## src/rtl/jtcontra_palmix.sv

```systemverilog
// Pixel back end for the two graphics chips: resolves priority/transparency between the
// two 7-bit layer pixels, fetches the winning colour from a CPU-writable 256-byte palette
// (128 entries x {lo, hi}) and drives 5-bit RGB with blanking delayed to match.
//
// Ports:
//   clk, rst            48 MHz clock, synchronous active-high reset
//   pxl2_cen, pxl_cen   12 MHz / 6 MHz clock enables (pxl_cen always lands on a pxl2_cen)
//   cpu_cen             CPU bus clock enable (qualifies writes only)
//   LHBL, LVBL          active-low blanking in; LHBL_dly/LVBL_dly aligned with RGB
//   pal_cs, cpu_rnw,
//   cpu_addr, cpu_dout  CPU palette port; pal_dout is the registered read data
//   prio                0: gfx1 on top, 1: gfx2 on top
//   gfx1_pxl, gfx2_pxl  layer pixels {pal[2:0], colour[3:0]}
//   red, green, blue    5-bit colour out
module jtcontra_palmix #(
    parameter bit BLANK_OUT = 1'b1
) (
    input  logic       clk,
    input  logic       rst,
    input  logic       pxl2_cen,
    input  logic       pxl_cen,
    input  logic       cpu_cen,
    input  logic       LHBL,
    input  logic       LVBL,
    output logic       LHBL_dly,
    output logic       LVBL_dly,
    input  logic       pal_cs,
    input  logic       cpu_rnw,
    input  logic [7:0] cpu_addr,
    input  logic [7:0] cpu_dout,
    output logic [7:0] pal_dout,
    input  logic       prio,
    input  logic [6:0] gfx1_pxl,
    input  logic [6:0] gfx2_pxl,
    output logic [4:0] red,
    output logic [4:0] green,
    output logic [4:0] blue
);

    typedef enum logic [0:0] {
        StFetchLo,
        StFetchHi
    } fetch_state_e;

    fetch_state_e state_q, state_d;

    logic [7:0]  pal_mem [256];
    logic [6:0]  idx_q;
    logic [7:0]  lo_q;
    logic [14:0] rgb_q;
    logic [1:0]  hb_q, vb_q;
    logic [7:0]  pal_dout_q;

    logic [6:0]  top_pxl, bot_pxl, sel_pxl;
    logic [7:0]  vid_addr;
    logic [7:0]  vid_data;
    logic        blank_next;
    logic [14:0] rgb_next;

    // Layer priority: fall back to the bottom layer when the top one is transparent, so
    // two transparent layers still show the bottom layer's background pen.
    always_comb begin
        top_pxl = prio ? gfx2_pxl : gfx1_pxl;
        bot_pxl = prio ? gfx1_pxl : gfx2_pxl;
        sel_pxl = (top_pxl[3:0] != 4'd0) ? top_pxl : bot_pxl;
    end

    // Fetch FSM: every pxl_cen forces the low-byte phase so a stray or missing enable can
    // only corrupt one pixel, never the phase alignment.
    always_comb begin
        state_d = state_q;
        if (pxl_cen) begin
            state_d = StFetchLo;
        end else if (pxl2_cen) begin
            state_d = StFetchHi;
        end
    end

    always_ff @(posedge clk) begin
        if (rst) begin
            state_q <= StFetchLo;
        end else begin
            state_q <= state_d;
        end
    end

    // Video read port. The read is taken at the same edge as any CPU write, so a write to
    // the byte being fetched is seen by the next fetch (read-first).
    always_comb begin
        vid_addr = {idx_q, state_q == StFetchHi};
        vid_data = pal_mem[vid_addr];
    end

    // {hi, lo} -> {R, G, B}; hi arrives straight from the RAM on the pxl_cen edge.
    always_comb begin
        blank_next = BLANK_OUT && !(hb_q[0] && vb_q[0]);
        rgb_next   = {lo_q[4:0], vid_data[1:0], lo_q[7:5], vid_data[6:2]};
        if (blank_next) begin
            rgb_next = 15'd0;
        end
    end

    always_ff @(posedge clk) begin
        if (pal_cs && !cpu_rnw && cpu_cen) begin
            pal_mem[cpu_addr] <= cpu_dout;
        end
    end

    always_ff @(posedge clk) begin
        if (rst) begin
            idx_q      <= 7'd0;
            lo_q       <= 8'd0;
            rgb_q      <= 15'd0;
            hb_q       <= 2'd0;
            vb_q       <= 2'd0;
            pal_dout_q <= 8'd0;
        end else begin
            pal_dout_q <= pal_mem[cpu_addr];
            if (pxl_cen) begin
                idx_q <= sel_pxl;
                hb_q  <= {hb_q[0], LHBL};
                vb_q  <= {vb_q[0], LVBL};
                rgb_q <= rgb_next;
            end else if (pxl2_cen && state_q == StFetchLo) begin
                lo_q <= vid_data;
            end
        end
    end

    assign red      = rgb_q[14:10];
    assign green    = rgb_q[9:5];
    assign blue     = rgb_q[4:0];
    assign LHBL_dly = hb_q[1];
    assign LVBL_dly = vb_q[1];
    assign pal_dout = pal_dout_q;

endmodule
```

## config.mk

```make
export PLATFORM = sky130hd
export DESIGN_NAME = jtcontra_palmix
export DESIGN_NICKNAME = d
export VERILOG_FILES = /design/src/rtl/jtcontra_palmix.sv
export SDC_FILE = /design/constraint.sdc
export NUM_CORES = 2
export LEC_CHECK = 0
export CELL_PAD_IN_SITES_DETAIL_PLACEMENT = 1
export CELL_PAD_IN_SITES_GLOBAL_PLACEMENT = 1
export CORE_ASPECT_RATIO = 1.25
export CORE_MARGIN = 2
export CORE_UTILIZATION = 59
export CTS_CLUSTER_DIAMETER = 50
export DETAILED_ROUTE_END_ITERATION = 6
export PLACE_DENSITY_LB_ADDON = 0.12
export SLEW_MARGIN = 20
export SYNTH_ARGS = -nofsm -noshare
export SYNTH_HDL_FRONTEND = slang
export SYNTH_SLANG_ARGS = --single-unit
export TNS_END_PERCENT = 10
```

## constraint.sdc

```tcl
create_clock -name clk -period 6.18 [get_ports clk]
set_clock_uncertainty 0.15 [all_clocks]
set_input_delay 0.927 -clock clk [delete_from_list [all_inputs] [get_ports clk]]
set_output_delay 0.927 -clock clk [all_outputs]
set_load 0.005 [all_outputs]
```

==> run metrics <==
Routed WL per cell approximately 48 um; worst vdd ir approximately 330 uV; critical path fanouts, max 39; Leakage about 33 nW; clock edge transition at the registers on the reported setup and hold paths about 0.060 ns; multi-input gate area in the final layout 32900 um2; overall routing resource usage between 40% and 50%; GPL Wtd Cong about 1; Register Area around 62000 um2; number of max-cap violations 0; crit path kind flip-flop to flip-flop; gr ovfl total 0; share of layout cells above drive strength 1 around a third; Synth async-reset ratio 0%; H-tree levels 4; Post-DP HPWL ~230000 um; final antenna-violating net count 0; failing checks design-rule violations; fin crit period 4.68 ns; period utilization approximately 76%; die height 458 um; Die ar. between 150000 and 200000 um2; Initial Utilization between 50% and 60%; critical path required time 6.78 ns; vias per cell 8.06; final setup vio count 0; Skew-Pair Late Insertion Delay around 0.9 ns; Synth cell types just under 70; Synthesized Nets ~5k; antenna violations before repair 39; Num CTS Buffers between 200 and 250; Area Overhead vs Synth 10.8%; Slew headroom between 8 and 9%; # port buffers between 60 and 70; Critical Path AT between 5 and 6 ns; yosys warns 0; Crit. End Element flip-flop; dpl cells approximately 7.0k; fin nets a little over 5k; GRT Max-Usage Layer met2; Final TNS setup 0 ns; Post-Synthesis Cells between 4k and 5k; clock sink count between 2k and 2.5k; Clk Tree Root Cell clkbuf_16; Die Wd 367 um; largest net degree at the start of global routing 209; Vias approximately 59k; core region area about 160000 um2; Hold Vio Cnt, Final 0; Final Max Tran Viols 0; Pwr Density roughly 300 nW/um2; Max clock buf depth 3; Top FF cell, synth edfxtp_1; most frequent cells in the layout edfxtp_1 (2048), mux4_2 (1087), nor2_1 (293), mux2i_1 (219), clkbuf_16 (213); Resize count post-CTS 0; synthesized cell area slightly below 100000 um2; DRC viols 1; CP Launch Type flip-flop; site row count about 170; total I/O pin count between 60 and 70; met1 usage between 50% and 60%; CTS tree done; Syn Area/Cell 19.9 um2; Seq cells post-synth 2091; RSZ-0062 raised after global routing no; Finished Layout Cells 7379; sequential element share of the synthesized area 64.0%; CTS Hold Bufs 0; HP Class flip-flop to flip-flop; status finished, violations left; GRT met3 Usage a little over an eighth; initial DRC count around 11k; most common cell after layout, fill and taps aside edfxtp_1; Tightest Pin Transition 1.37 ns; vias in the first global route 60.3k; GR Util met2 about two thirds; filler cell count ~13k; Post-synth EDFFs just over 2k; post-CTS setup buffer count 0; First-pass DRT Iterations 7; Post-Route WL 353000 um; Fmax achieved between 200 and 250 MHz; global-route wire length before repair a little under 500000 um
==> synth_stat cells (5+ instances only) <==
cell,instances,area share (%)
nor4_1,23,0.15
nand2_1,119,0.46
clkbuf_1,131,0.50
and2_1,8,0.051
a31oi_1,21,0.13
edfxtp_1,2048,63
buf_2,128,0.66
a211oi_1,16,0.12
buf_1,36,0.14
mux2_2,12,0.14
a41oi_1,5,0.045
nor3_1,24,0.12
o211ai_1,6,0.046
o41ai_1,7,0.063
and3_1,8,0.051
buf_6,50,0.58
buf_4,46,0.35
a311oi_1,6,0.054
or2_2,9,0.058
nand3_1,58,0.30
o21ai_0,36,0.18
a221oi_1,12,0.11
a2111oi_0,7,0.063
or3b_2,6,0.054
nor2b_1,35,0.22
a22oi_1,90,0.69
dfxtp_1,43,0.88
a21oi_1,74,0.38
o31ai_1,8,0.062
inv_1,8,0.031
o22ai_1,52,0.33
nor2_1,307,1.2
o32ai_1,23,0.21
a22o_1,19,0.17
nand2b_1,20,0.13
mux4_2,1087,25
mux2i_1,220,2.3
o221ai_1,20,0.18
nand4_1,11,0.071
==> through the flow <==
| step | util (%) | hold slack (ns) | area (um2) | setup WS, ns | total power (W) |
|---|---|---|---|---|---|
| CTS | 65.8 | 0.311 | 108000 | 1.64 | 0.0317 |
| floorplan | - | 0.284 | 97400 | 2.46 | 0.0175 |
| detailed placement | 61.6 | 0.313 | 101000 | 1.38 | 0.0188 |
| global placement | 61.6 | 0.308 | 101000 | 1.35 | 0.0187 |
| finish | 65.9 | 0.324 | 108000 | 1.50 | 0.0318 |
| global route | 65.9 | 0.345 | 108000 | 1.56 | 0.0322 |
==> critical path, cell delays in order, from the launching register on <==
cell	delay (ns)
dfxtp_4	1.04
buf_4	0.52
mux4_2	0.55
and2_1	0.19
a211oi_1	0.31
a21oi_1	0.09
o311ai_0	0.61
buf_4	0.27
o311a_1	0.53
o21ai_0	0.18
==> per-layer routing <==
layer | wire, um | vias up | share of wire (%)
met5 | 275 | - | 0.078
met2 | 165000 | 5471 | 47
met1 | 112000 | 31196 | 32
met3 | 47800 | 1294 | 14
li1 | - | 21453 | -
met4 | 28700 | 42 | 8.1
==> registers in the layout, indices dropped and copies added, names as in the netlist <==
register	flops
hb_q	2
pal_dout	8
idx_q	7
state_q	1
rgb_q	15
pal_mem	2048
vb_q	2
lo_q	8
==> logic make-up after synthesis <==
logic type      count (synthesis)  share of synthesized area (%)
compound gates                425                           3.07
buf+inv                       407                           2.38
flops                        2091                           64.0
mux                          1319                           27.5
simple gates                  649                           3.03
==> power by group <==
part	internal [W]	total, W	leakage (nW)	switching, W
registers	0.0156	0.0157	18.8	0.0000849
logic	0.00106	0.00294	10.9	0.00188
clock network	0.00749	0.0132	3.35	0.00570
==> path summary, 6_finish.rpt <==
check                                            from                    end  slack (ns)  depth (start not counted)
worst min register to register  rgb_q[3]$_SDFFE_PP0P_  rgb_q[3]$_SDFFE_PP0P_        0.32                          2
worst min-delay path            rgb_q[3]$_SDFFE_PP0P_  rgb_q[3]$_SDFFE_PP0P_        0.32                          2
worst max register to register   state_q$_SDFFE_PP0P_  rgb_q[1]$_SDFFE_PP0P_        1.50                          9
worst max-delay path             state_q$_SDFFE_PP0P_  rgb_q[1]$_SDFFE_PP0P_        1.50                          9
==> area by class of cell <==
cell class              instances  area share [%]
clock buffers                 254            5.09
multi-input cells            2393            30.5
clock inverters               129            1.34
inverters                      10          0.0348
diodes                         16          0.0371
flip-flops and latches       2091            57.8
well taps                    2184            2.53
repair buffers                302            2.70
Note: power is estimated with default switching activity, not from simulation.
